<file path="config.mk">
export PLATFORM = sky130hd
export DESIGN_NAME = page_table_walker
export DESIGN_NICKNAME = d
export VERILOG_FILES = /design/src/rtl/page_table_walker_pkg.sv /design/src/rtl/page_table_walker_arbiter.sv /design/src/rtl/page_table_walker.sv
export SDC_FILE = /design/constraint.sdc
export NUM_CORES = 1
export LEC_CHECK = 0
export CAP_MARGIN = 5
export CORE_MARGIN = 2
export CORE_UTILIZATION = 43
export DETAILED_ROUTE_END_ITERATION = 10
export PLACE_DENSITY = 0.86
export REMOVE_ABC_BUFFERS = 1
export SLEW_MARGIN = 40
export SYNTH_ARGS = -nofsm -noshare
export SYNTH_HDL_FRONTEND = slang
export SYNTH_HIERARCHICAL = 1
export SYNTH_SLANG_ARGS = --single-unit
</file>
<file path="constraint.sdc">
create_clock -name clk -period 3.4 [get_ports clk]
set_input_delay 0.68 -clock clk [delete_from_list [all_inputs] [get_ports clk]]
set_output_delay 0.68 -clock clk [all_outputs]
set_load 0.05 [all_outputs]
</file>
<file path="src/rtl/page_table_walker_pkg.sv">
// Shared types for the Sv32 page-table walker: PTE and TLB entry layouts, walker states and PTE classification helpers.
package page_table_walker_pkg;

  localparam int unsigned XLEN          = 32;
  localparam int unsigned VPN_WIDTH     = 20;
  localparam int unsigned PPN_WIDTH     = 22;
  localparam int unsigned PADDR_WIDTH   = 34;
  localparam int unsigned PTE_SIZE_LOG2 = 2;

  typedef logic [VPN_WIDTH-1:0] virtual_page_number_t;

  typedef enum logic [1:0] {
    Instruction = 2'd0,
    Load        = 2'd1,
    Store       = 2'd2
  } MemoryAccessType;

  typedef struct packed {
    logic                 mode;
    logic [8:0]           asid;
    logic [PPN_WIDTH-1:0] ppn;
  } csr_satp_t;

  typedef struct packed {
    logic [11:0] ppn1;
    logic [9:0]  ppn0;
    logic [1:0]  rsw;
    logic        d;
    logic        a;
    logic        g;
    logic        u;
    logic        x;
    logic        w;
    logic        r;
    logic        v;
  } PageTableEntry;

  typedef struct packed {
    logic [PPN_WIDTH-1:0] pageNumber;
    logic                 dirty;
    logic                 accessed;
    logic                 isGlobal;
    logic                 user;
    logic                 execute;
    logic                 writable;
    logic                 readable;
    logic                 fault;
    logic                 valid;
  } TlbEntry;

  typedef enum logic [2:0] {
    Idle      = 3'd0,
    ReadL1    = 3'd1,
    ReadL0    = 3'd2,
    WriteBack = 3'd3,
    Fill      = 3'd4
  } PtwState;

  function automatic logic pteInvalid(input PageTableEntry p);
    return !p.v || (!p.r && p.w);
  endfunction

  function automatic logic pteLeaf(input PageTableEntry p);
    return p.r || p.x;
  endfunction

  function automatic logic needsAd(input PageTableEntry p, input MemoryAccessType t);
    return !p.a || ((t == Store) && !p.d);
  endfunction

  function automatic PageTableEntry setAd(input PageTableEntry p, input MemoryAccessType t);
    PageTableEntry q;
    q   = p;
    q.a = 1'b1;
    if (t == Store) q.d = 1'b1;
    return q;
  endfunction

  // Superpages take the low page-number bits from the VPN.
  function automatic TlbEntry makeEntry(input PageTableEntry p, input logic [9:0] vpn0,
                                        input logic superpage);
    TlbEntry e;
    e            = '0;
    e.valid      = 1'b1;
    e.pageNumber = superpage ? {p.ppn1, vpn0} : {p.ppn1, p.ppn0};
    e.dirty      = p.d;
    e.accessed   = p.a;
    e.isGlobal   = p.g;
    e.user       = p.u;
    e.execute    = p.x;
    e.writable   = p.w;
    e.readable   = p.r;
    return e;
  endfunction

  function automatic TlbEntry faultEntry();
    TlbEntry e;
    e       = '0;
    e.valid = 1'b1;
    e.fault = 1'b1;
    return e;
  endfunction

endpackage

</file>
<file path="src/rtl/page_table_walker_arbiter.sv">
// PtwArbiter: two-way round-robin between ITLB and DTLB misses; the side granted last loses a tie.
module PtwArbiter (
  input  logic clk,
  input  logic rst,
  input  logic reqI,
  input  logic reqD,
  input  logic take,
  output logic grantValid_c,
  output logic grantSel_c
);

  logic lastWasD;

  always_comb begin
    grantValid_c = reqI | reqD;
    grantSel_c   = (reqI && reqD) ? !lastWasD : reqD;
  end

  // Reset value makes the D side win the first tie.
  always_ff @(posedge clk) begin
    if (rst) begin
      lastWasD <= 1'b0;
    end else if (take) begin
      lastWasD <= grantSel_c;
    end
  end

endmodule

</file>
<file path="src/rtl/page_table_walker.sv">
// Sv32 page-table walker refilling the ITLB/DTLB. Define RAFI_PTW_AD_UPDATE_EN to write back PTE A/D bits;
// otherwise an A/D requirement yields a fault entry.
module page_table_walker
  import page_table_walker_pkg::*;
(
  input  logic                   clk,
  input  logic                   rst,
  input  logic                   itlbReq,
  input  logic                   dtlbReq,
  input  virtual_page_number_t   itlbVpn,
  input  virtual_page_number_t   dtlbVpn,
  input  MemoryAccessType        dtlbAccessType,
  output logic                   itlbDone,
  output logic                   dtlbDone,
  output logic                   tlbWriteEnable,
  output logic                   tlbWriteSelect,
  output virtual_page_number_t   tlbWriteKey,
  output TlbEntry                tlbWriteValue,
  output logic [PADDR_WIDTH-1:0] memAddr,
  output logic                   memReadEnable,
  output logic                   memWriteEnable,
  output logic [XLEN-1:0]        memWriteValue,
  input  logic [XLEN-1:0]        memReadValue,
  input  logic                   memDone,
  input  csr_satp_t              csrSatp,
  input  logic                   flush
);

  PtwState              state, stateNext;
  virtual_page_number_t walkVpn, walkVpnNext, grantVpn;
  MemoryAccessType      walkType, walkTypeNext;
  logic                 walkSel, walkSelNext;
  PageTableEntry        walkPte, walkPteNext, fetchedPte;
  logic                 walkSuper, walkSuperNext;
  logic                 stale, staleNext;

  logic [PADDR_WIDTH-1:0] memAddrNext;
  logic                   memReadEnableNext, memWriteEnableNext;
  logic [XLEN-1:0]        memWriteValueNext;
  logic                   tlbWriteEnableNext, tlbWriteSelectNext;
  virtual_page_number_t   tlbWriteKeyNext;
  TlbEntry                tlbWriteValueNext, fillEntry;
  logic                   itlbDoneNext, dtlbDoneNext;

  logic arbTake, grantValid_c, grantSel_c;
  logic leafHit, leafSuper, doFill;
  logic unusedBits;

  PtwArbiter arbiter (
    .clk         (clk),
    .rst         (rst),
    .reqI        (itlbReq),
    .reqD        (dtlbReq),
    .take        (arbTake),
    .grantValid_c(grantValid_c),
    .grantSel_c  (grantSel_c)
  );

  // Next-state, memory request and fill generation.
  always_comb begin
    stateNext          = state;
    walkVpnNext        = walkVpn;
    walkTypeNext       = walkType;
    walkSelNext        = walkSel;
    walkPteNext        = walkPte;
    walkSuperNext      = walkSuper;
    staleNext          = (state == Idle) ? 1'b0 : (stale | flush);
    memAddrNext        = '0;
    memReadEnableNext  = 1'b0;
    memWriteEnableNext = 1'b0;
    memWriteValueNext  = '0;
    tlbWriteEnableNext = 1'b0;
    tlbWriteSelectNext = 1'b0;
    tlbWriteKeyNext    = '0;
    tlbWriteValueNext  = '0;
    itlbDoneNext       = 1'b0;
    dtlbDoneNext       = 1'b0;
    arbTake            = 1'b0;
    grantVpn           = grantSel_c ? dtlbVpn : itlbVpn;
    fetchedPte         = PageTableEntry'(memReadValue);
    leafHit            = 1'b0;
    leafSuper          = 1'b0;
    doFill             = 1'b0;
    fillEntry          = faultEntry();

    unique case (state)
      Idle: begin
        if (grantValid_c) begin
          arbTake           = 1'b1;
          walkSelNext       = grantSel_c;
          walkVpnNext       = grantVpn;
          walkTypeNext      = grantSel_c ? dtlbAccessType : Instruction;
          memReadEnableNext = 1'b1;
          memAddrNext       = {csrSatp.ppn, grantVpn[19:10], {PTE_SIZE_LOG2{1'b0}}};
          stateNext         = ReadL1;
        end
      end
      ReadL1: begin
        if (!memDone) begin
          memReadEnableNext = 1'b1;
          memAddrNext       = memAddr;
        end else begin
          walkPteNext = fetchedPte;
          if (pteInvalid(fetchedPte)) begin
            doFill = 1'b1;
          end else if (pteLeaf(fetchedPte)) begin
            leafHit   = 1'b1;
            leafSuper = 1'b1;
          end else begin
            memReadEnableNext = 1'b1;
            memAddrNext = {fetchedPte.ppn1, fetchedPte.ppn0, walkVpn[9:0], {PTE_SIZE_LOG2{1'b0}}};
            stateNext   = ReadL0;
          end
        end
      end
      ReadL0: begin
        if (!memDone) begin
          memReadEnableNext = 1'b1;
          memAddrNext       = memAddr;
        end else begin
          walkPteNext = fetchedPte;
          if (pteInvalid(fetchedPte) || !pteLeaf(fetchedPte)) doFill = 1'b1;
          else leafHit = 1'b1;
        end
      end
`ifdef RAFI_PTW_AD_UPDATE_EN
      WriteBack: begin
        if (!memDone) begin
          memWriteEnableNext = 1'b1;
          memAddrNext        = memAddr;
          memWriteValueNext  = memWriteValue;
        end else begin
          doFill    = 1'b1;
          fillEntry = makeEntry(walkPte, walkVpn[9:0], walkSuper);
        end
      end
`endif
      Fill:    stateNext = Idle;
      default: stateNext = Idle;
    endcase

    // Leaf handling shared by both levels; the PTE address is still on memAddr for write-back.
    if (leafHit) begin
      walkSuperNext = leafSuper;
      if (leafSuper && (fetchedPte.ppn0 != '0)) begin
        doFill = 1'b1;
      end else if (needsAd(fetchedPte, walkType)) begin
`ifdef RAFI_PTW_AD_UPDATE_EN
        walkPteNext        = setAd(fetchedPte, walkType);
        memWriteEnableNext = 1'b1;
        memAddrNext        = memAddr;
        memWriteValueNext  = XLEN'(setAd(fetchedPte, walkType));
        stateNext          = WriteBack;
`else
        doFill = 1'b1;
`endif
      end else begin
        doFill    = 1'b1;
        fillEntry = makeEntry(fetchedPte, walkVpn[9:0], leafSuper);
      end
    end

    // A flushed walk still completes so the requester retries, but must not install its entry.
    if (doFill) begin
      stateNext          = Fill;
      tlbWriteEnableNext = !(stale || flush);
      tlbWriteSelectNext = walkSel;
      tlbWriteKeyNext    = walkVpn;
      tlbWriteValueNext  = fillEntry;
      itlbDoneNext       = !walkSel;
      dtlbDoneNext       = walkSel;
    end
  end

  always_ff @(posedge clk) begin
    if (rst) begin
      state          <= Idle;
      walkVpn        <= '0;
      walkType       <= Instruction;
      walkSel        <= 1'b0;
      walkPte        <= '0;
      walkSuper      <= 1'b0;
      stale          <= 1'b0;
      memAddr        <= '0;
      memReadEnable  <= 1'b0;
      memWriteEnable <= 1'b0;
      memWriteValue  <= '0;
      tlbWriteEnable <= 1'b0;
      tlbWriteSelect <= 1'b0;
      tlbWriteKey    <= '0;
      tlbWriteValue  <= '0;
      itlbDone       <= 1'b0;
      dtlbDone       <= 1'b0;
    end else begin
      state          <= stateNext;
      walkVpn        <= walkVpnNext;
      walkType       <= walkTypeNext;
      walkSel        <= walkSelNext;
      walkPte        <= walkPteNext;
      walkSuper      <= walkSuperNext;
      stale          <= staleNext;
      memAddr        <= memAddrNext;
      memReadEnable  <= memReadEnableNext;
      memWriteEnable <= memWriteEnableNext;
      memWriteValue  <= memWriteValueNext;
      tlbWriteEnable <= tlbWriteEnableNext;
      tlbWriteSelect <= tlbWriteSelectNext;
      tlbWriteKey    <= tlbWriteKeyNext;
      tlbWriteValue  <= tlbWriteValueNext;
      itlbDone       <= itlbDoneNext;
      dtlbDone       <= dtlbDoneNext;
    end
  end

`ifdef RAFI_PTW_AD_UPDATE_EN
  assign unusedBits = ^{csrSatp.mode, csrSatp.asid, walkPte.rsw, fetchedPte.rsw};
`else
  assign unusedBits = ^{csrSatp.mode, csrSatp.asid, walkPte, walkSuper, fetchedPte.rsw};
`endif

endmodule

</file>
==> Word level (Yosys, flattened, before mapping) <==
Index checks and enable logic that the tools add are counted.
{ "word_totals": {"in_bits": 112, "register_bits": 117, "out_inout_bits": 123} }
{ "op_classes": {"n_reduce_logical": 27, "eq_ne": 13, "n_bitwise": 5, "mux": 39} }
{ "ops": {"columns": ["op", "n"], "rows": [
  ["$mux W34", 5],
  ["$pmux W34 S3", 1],
  ["$mux W20", 1],
  ["$mux W1", 18],
  ["$mux W3", 5],
  ["$mux W10", 1],
  ["$ne A2 B2 Y1 const B", 5],
  ["$reduce_and A5 Y1", 2],
  ["$reduce_bool A10 Y1", 1],
  ["$ne A3 B3 Y1 const B", 3],
  ["$pmux W3 S3", 1],
  ["$logic_not A1 Y1", 8],
  ["$mux W2", 4],
  ["$reduce_or A2 Y1", 3],
  ["$logic_or A1 B1 Y1", 5],
  ["$reduce_or A5 Y1", 1],
  ["$logic_and A1 B1 Y1", 4],
  ["$pmux W1 S2", 2],
  ["$reduce_and A2 Y1", 2],
  ["$eq A3 B1 Y1 const B", 1],
  ["$eq A3 B2 Y1 const B", 1],
  ["$logic_not A3 Y1", 1],
  ["$ne A3 B2 Y1 const B", 1],
  ["$not A1 Y1", 3],
  ["other kinds (4)", 5]
]} }

==> Depth between registers and ports, before layout <==
Gate-level depths: netlist (run 1).
{ "depth": {"word_depth": 10, "mapped_depth": 8, "depth_no_buf": 5} }

==> Cells and area by module <==
The synthesis (run 1) kept the hierarchy.
{ "by_module_without_submodules": {"columns": ["module", "cells_per_inst", "area_each_um2", "seq_area_each_um2", "instances"], "rows": [
  ["page_table_walker", 433, 4508.1, 2282.2, 1],
  ["PtwArbiter", 6, 70.1, 20.0, 1]
]} }

==> Worst setup path after synthesis (run 1) <==
Ideal clock, no wire load.
{ "synth_timing": {"path_kind": "input to register", "startpoint": "input port dtlbReq", "endpoint": "register memAddr[10]", "stages": 7, "path_slack_ns": 1.363, "arrival_ns": 1.912, "path_cell_list": "a21boi_4 buf_2 buf_1 mux2i_1 nor2_1 a21oi_1 o2bb2ai_1"} }
{ "synth_via": {"elab_chain_cells": 5, "word_cells_on_any_way": 6, "cone_classes": "4 x mux; 1 x bitwise; 1 x reduce/logical"} }
{ "synth_rtl": {"columns": ["element", "line", "source"], "rows": [
  ["from (decl)", "page_table_walker.sv:9", "input logic dtlbReq,"],
  ["$logic_and A1 B1 Y1", "page_table_walker_arbiter.sv:16", "grantSel_c = (reqI && reqD) ? !lastWasD : reqD;"],
  ["$mux W1", "page_table_walker_arbiter.sv:16", null],
  ["$mux W20", "page_table_walker.sv:79", "grantVpn = grantSel_c ? dtlbVpn : itlbVpn;"],
  ["$mux W34 *", "page_table_walker.sv:88", "if (grantValid_c) begin"],
  ["$pmux W34 S3 *", "page_table_walker.sv:86", "unique case (state)"],
  ["to (signal assigned)", "page_table_walker.sv:202", "memAddr <= memAddrNext;"],
  ["to (decl)", "page_table_walker.sv:19", "output logic [PADDR_WIDTH-1:0] memAddr,"]
]} }
Mark *: on every way between the ends. The rest lies on a longest branch, timed or not.
A chain may end at the register's enable or synchronous reset.

==> Worst setup path after layout (run 1) <==
{ "layout_timing": {"startpoint": "input port memReadValue[12]", "endpoint": "register tlbWriteValue[12] in the netlist's numbering"} }
{ "layout_via": {"elab_chain_cells": 3} }
{ "layout_rtl": {"columns": ["element", "line", "source"], "rows": [
  ["from (decl)", "page_table_walker.sv:23", "input logic [XLEN-1:0] memReadValue,"],
  ["$reduce_bool A10 Y1", "page_table_walker.sv:145", "if (leafSuper && (fetchedPte.ppn0 != '0)) begin"],
  ["$logic_and A1 B1 Y1", "page_table_walker.sv:145", null],
  ["$reduce_or A5 Y1 (no line)", null, null],
  ["to (signal assigned)", "page_table_walker.sv:209", "tlbWriteValue <= tlbWriteValueNext;"],
  ["to (decl)", "page_table_walker.sv:18", "output TlbEntry tlbWriteValue,"]
]} }
Every way passes these cells.

==> results.py, run 1 <==
metrics = {
    "power": {
        "p_clk_frac": 0.461,
        "p_sw_frac": 0.2806,
        "p_int_uw": 2844,
        "power-per-cell-area_mw_per_mm2": 561.2,
        "seq_power_share": 0.370,
        "ir_drop_mv": 0.3606,
        "total_power_uw": 3953,
        "power.switching_uw": 1109,
        "p_comb_frac": 0.169,
        "p_leak_uw": 0.002776,
    },
    "worst_setup_path": {
        "cp_max_fo": 28,
        "cp_data_required_time_ps": 3830,
        "worst_ep_arrival_time_ps": 2820,
        "worstSetupEndpointType": "register",
        "critical_path_class": "in -> reg",
        "start_kind": "primary input",
    },
    "logic_synthesis": {
        "ys_seq_elements": 115,
        "seq_area_frac_synth": 0.5029,
        "yosys.area.top_type": "dfxtp_1",
        "synthAdderAreaFrac": 0,
        "synth_area_leaders": "dfxtp_1 (50%), buf_4 (6.6%), mux2i_1 (6.6%), o2bb2ai_1 (6.1%), and2_1 (5.6%)",
        "synthMuxAreaShare": 0.06559,
        "synthCells": 439,
        "ys_warn_count": 6,
        "synth_compound_area_frac": 0.1837,
        "synth-xor-area-share": 0.001913,
        "synth-simple-area-share": 0.1402,
        "synth-async-reset-ratio": 0,
        "netlist_area_mm2": 0.004578,
        "yosys_most_used_dff": "dfxtp_1",
        "synth_cell_types": 45,
        "synth_top_family_by_area": "compound AO/OA/AOI/OAI gates",
        "synth_edf_count": 0,
        "syn-mean-instance-area_um2": 10.43,
        "yosysTopAreaCellShare": 0.5029,
    },
    "die": {
        "die_height_um": 107.2,
        "die-area_mm2": 0.01149,
        "num_rows": 37,
        "initial_core_util": 0.4435,
        "chipWidth_um": 107.2,
        "coreArea_mm2": 0.01032,
        "num_io_pins": 235,
    },
    "sta": {
        "min_period_ps": 2386,
        "setup_viol": 0,
        "rsz0062_at_grt": "no",
        "max_freq_mhz": 419.1,
        "clock-skew-final_ps": 11.64,
        "max-slew-margin-rel": 0.5301,
        "worst_pin_slew_ps": 704.1,
        "fin_crit_sh": 0.7019,
        "hold_violations": 0,
        "tns_ps": 0,
        "maxSlewViolCount": 0,
    },
    "cts": {
        "cts_inserted_buffers": 17,
        "cts_setup_buffers": 0,
        "cts_root_buffer": "clkbuf_8",
        "clkTransAtPathRegs_ps": 60,
        "clockBufferDepth": 2,
        "htree_levels": 4,
        "holdBufCountCts": 0,
        "cts_resized": 0,
        "cts_tree": "yes",
        "cts.sinks": 115,
        "worstSkewPairLatency_ps": 510,
    },
    "routing": {
        "drt_iter0_drc": 139,
        "drcViolationCount": 0,
        "avgViaCountPerCell": 4.961,
        "via_count": 3825,
        "drtAntennaViolNets": 0,
        "wl_per_cell_um": 16.67,
        "first_pass_iters": 6,
        "drt-total-wl_um": 12850,
    },
    "grt": {
        "antenna_found_initial": 0,
        "gr-total-overflow": 0,
        "first_global_vias": 3947,
        "grt_pass1_wl_um": 19610,
        "track_usage": 0.2220,
        "grt_max_degree": 29,
    },
    "flow_run": {
        "drv_cap": 0,
    },
    "worst_hold_path": {
        "hp-class": "reg -> reg",
    },
    "final_layout": {
        "final_cell_area_mm2": 0.007044,
        "layoutNonFillerInstCount": 771,
        "diodes": 0,
        "syn_to_final_growth_pct": 53.87,
        "nNetsFinal": 734,
        "drive_gt1_frac": 0.1150,
    },
    "placement": {
        "post-dp-hpwl_um": 9156,
        "place_inst": 739,
        "place_area_mm2": 0.006430,
        "place_congestion": 0.8580,
        "io_buffers": 187,
    },
    "outcome": {
        "status": "finished, final reports clean",
    },
}
-- state kept, by name, indices dropped and copies added (netlist names) --
signal            count
memReadEnable         1
arbiter/lastWasD      1
tlbWriteValue        31
memAddr              32
state                 3
stale                 1
tlbWriteSelect        1
walkSel               1
walkVpn              20
tlbWriteEnable        1
walkType              2
itlbDone              1
tlbWriteKey          20
-- critical path, cell delays in order --
cell             delay [ps]
clkdlybuf4s50_1         460
nor4_1                  580
a31oi_1                 280
nor4b_4                 330
buf_4                   300
nor2b_1                 180
-- area by class of cell --
class                      count  area, µm²
clock inverter                13      172.7
clock buffer                  19      441.7
tap                          136      170.2
multi-input combinational    284       1938
inverter                       5      20.02
timing repair buffer         199       1999
fill                         813       3279
sequential                   115       2302
-- power by group through the flow --
stage	Clock, µW	Sequential [µW]	Combinational, µW
after floorplan	0	1600	268
after global placement	0	1490	651
after detailed placement	0	1490	664
after CTS	1840	1460	669
after global routing	1920	1470	705
final	1820	1460	667
-- per-layer routing --
layer	wire length, µm	vias to the layer above	track usage
li1	-	1839	-
met1	4999	1796	0.2510
met2	6721	173	0.3906
met3	917	17	0.06687
met4	214	0	0.08534
met5	0	-	0
-- cell usage in the layout (no fill, tap or decap), types with 6 or more instances in the layout --
master	count
a211oi_2	10
a21oi_1	25
a22oi_1	17
a22oi_2	6
and2_1	41
buf_4	9
clkbuf_16	16
clkdlybuf4s50_1	187
conb_1	35
dfxtp_1	115
mux2i_1	30
nand2_1	7
nor2_1	32
nor2b_1	13
o2bb2ai_1	32
-- path summary, 6_finish.rpt --
kind                    startpoint                 to  slack [ps]  cells after the start
hold reg to reg            walkSel           itlbDone         460                      1
setup / recovery  memReadValue[12]  tlbWriteValue[12]        1010                      6
setup reg to reg          state[0]   tlbWriteValue[1]        1340                      5
hold / removal             walkSel           itlbDone         460                      1
-- kinds of logic after synthesis --
| family | after synthesis |
|---|---|
| DFF | 115 |
| and+or+nand+nor | 115 |
| AOI/OAI and AO/OA | 103 |
| buffers and inverters | 74 |
| muxes | 30 |
| xor gates and xnor gates | 1 |
| other | 1 |
-- synthesized netlist by cell type (6+ instances only) --
| master | number |
|---|---|
| dfxtp_1 | 115 |
| and2_1 | 41 |
| buf_4 | 40 |
| nor2_1 | 33 |
| o2bb2ai_1 | 32 |
| mux2i_1 | 30 |
| a21oi_1 | 25 |
| a22oi_1 | 17 |
| nor2b_1 | 13 |
| buf_2 | 12 |
| clkbuf_1 | 12 |
| a211oi_2 | 10 |
| nand2_1 | 7 |
| a22oi_2 | 6 |
-- per-stage QoR --
step                        util  hold slack [ps]  setup WS (ps)
after CTS                 0.6823            457.3           1006
final                     0.6823            457.3           1014
after global routing      0.6823            475.5          916.9
after global placement    0.6228            415.2          542.9
after detailed placement  0.6228            445.7          480.3
after floorplan                -            405.5          639.2
(Power assumes the default switching activity.)
==> inputs of run 2 (changes only) <==
--- a/config.mk
+++ b/config.mk
@@ -7,9 +7,9 @@
 export LEC_CHECK = 0
 export CAP_MARGIN = 5
 export CORE_MARGIN = 2
-export CORE_UTILIZATION = 43
+export CORE_UTILIZATION = 36
 export DETAILED_ROUTE_END_ITERATION = 10
-export PLACE_DENSITY = 0.86
+export PLACE_DENSITY = 0.77
 export REMOVE_ABC_BUFFERS = 1
 export SLEW_MARGIN = 40
 export SYNTH_ARGS = -nofsm -noshare
==> constraint.sdc (replaced) <==
create_clock -name clk -period 1.9 [get_ports clk]
set_input_delay 0.38 -clock clk [delete_from_list [all_inputs] [get_ports clk]]
set_output_delay 0.38 -clock clk [all_outputs]
set_load 0.05 [all_outputs]
==> results.py, run 2 (synthesized netlist as in run 1, its figures left out) <==
metrics = {
    "power": {
        "p_leak_uw": 0.003608,
        "ir_drop_mv": 0.4705,
        "power-per-cell-area_mw_per_mm2": 953.1,
    },
    "routing": {
        "wl_per_cell_um": 15.73,
        "drtAntennaViolNets": 0,
        "drcViolationCount": 0,
        "drt_iter0_drc": 151,
        "first_pass_iters": 4,
        "via_count": 3937,
        "drt-total-wl_um": 13230,
        "avgViaCountPerCell": 4.681,
    },
    "sta": {
        "worst_pin_slew_ps": 531.1,
        "min_period_ps": 1886,
        "fin_hold_ws_ps": 424.4,
        "max_freq_mhz": 530.3,
        "hold_violations": 0,
        "clock-skew-final_ps": 9.674,
        "setup_viol": 0,
        "maxSlewViolCount": 0,
        "max-slew-margin-rel": 0.6474,
        "fin_crit_sh": 0.9924,
    },
    "die": {
        "num_io_pins": 235,
        "num_rows": 41,
        "chipWidth_um": 116.8,
        "die_height_um": 116.8,
        "coreArea_mm2": 0.01252,
        "die-area_mm2": 0.01364,
        "initial_core_util": 0.3658,
    },
    "final_layout": {
        "fillCellCount": 1104,
        "top_regs": "memAddr (32), tlbWriteValue (31)",
        "largest_reg_flops": 32,
        "drive_gt1_frac": 0.1839,
        "layout.cells.most_common": "dfxtp_1",
        "final_cell_area_mm2": 0.007433,
        "nNetsFinal": 768,
        "fin_util": 0.5939,
        "top_register": "memAddr",
        "diodes": 0,
        "final_cell_mix": "dfxtp_1 (113), clkdlybuf4s50_1 (101), dlygate4sd2_1 (55), buf_4 (42), and2_1 (41)",
        "syn_to_final_growth_pct": 62.37,
    },
    "worst_setup_path": {
        "cp_top_family": "buffers and inverters",
        "worst_ep_arrival_time_ps": 1510,
        "path_buf_inv": 1,
        "worstSetupEndpointType": "output port",
        "slowest_delay_ps": 800,
        "critical_path_class": "reg -> out",
        "cp_slowest_cell": "clkdlybuf4s50_1",
        "start_kind": "register",
        "cp_cell_sequence": "clkdlybuf4s50_1",
        "cp_max_fo": 1,
        "cp_data_required_time_ps": 1520,
    },
    "grt": {
        "first_global_vias": 3933,
        "track_usage": 0.1903,
        "grt_pass1_wl_um": 19650,
        "grt_max_degree": 33,
        "gr-total-overflow": 0,
        "antenna_found_initial": 0,
    },
    "placement": {
        "place_congestion": 0.8176,
        "post-dp-hpwl_um": 9518,
        "place_area_mm2": 0.006770,
        "io_buffers": 187,
    },
    "outcome": {
        "status": "finished, final reports clean",
    },
    "cts": {
        "clkTransAtPathRegs_ps": 50,
        "worstSkewPairLatency_ps": 400,
        "holdBufCountCts": 0,
        "cts.sinks": 115,
        "htree_levels": 4,
        "cts_tree": "yes",
        "cts_root_buffer": "clkbuf_16",
        "cts_inserted_buffers": 17,
        "clockBufferDepth": 2,
    },
    "flow_run": {
        "drv_cap": 0,
    },
    "worst_hold_path": {
        "hp-class": "reg -> reg",
    },
}
[run 2: cell types whose count changed in the layout (fill, tap and decap cells not counted), sizes merged]
cell           before  now
buf                12   56
clkinvlp            1    3
clkdlybuf4s50     187  101
dlygate4sd2         0   55
inv                 7    5
dlymetal6s2s        0   21
[run 2: layout make-up]
cell class                      count  area, µm²  area share
Sequential cell                   115       2305      0.3100
Timing Repair Buffer              233       2301      0.3095
Multi-Input combinational cell    284       1991      0.2678
Clock buffer                       19      442.9     0.05959
Tap cell                          172      215.2     0.02895
Clock inverter                     13      158.9     0.02138
Inverter                            5      20.02    0.002693
[run 2: final timing paths]
kind | start | end | slack [ps] | cells after the start
worst max-delay path | tlbWriteValue[12] | tlbWriteValue[12] | 10 | 1
worst min-delay path | walkSel | itlbDone | 420 | 1
worst max register to register | state[1] | tlbWriteValue[10] | 150 | 7
worst min register to register | walkSel | itlbDone | 420 | 1
[run 2: timing repair]
action | in CTS | in global routing
setup buffers | 0 | 1
gates cloned | 0 | 2
endpoints found under the setup margin | 83 | 55
pin swaps | 0 | 2
resized for setup | 57 | 32
[run 2: stage by stage]
step	power, µW	setup TNS, ps	setup WS [ps]	std cells
after floorplan	3339	-20940	-560.8	404
after global placement	3908	-31440	-578.3	806
after detailed placement	3933	-31520	-561.8	806
after CTS	7134	0	1.148	838
after global routing	7348	-29.33	-29.33	841
final	7085	0	14.42	841
[run 2: report_power, final]
group / internal (µW) / switching, µW
clock: 2090 / 1120
combinational: 508 / 744
sequential: 2530 / 84.6
[run 2: metal layers]
layer / track usage / vias to the layer above / share of wire
met5: 0 / - / 0
met4: 0.06980 / 0 / 0.013
met3: 0.05767 / 11 / 0.072
met2: 0.3268 / 168 / 0.49
met1: 0.2251 / 1857 / 0.43
li1: - / 1901 / -
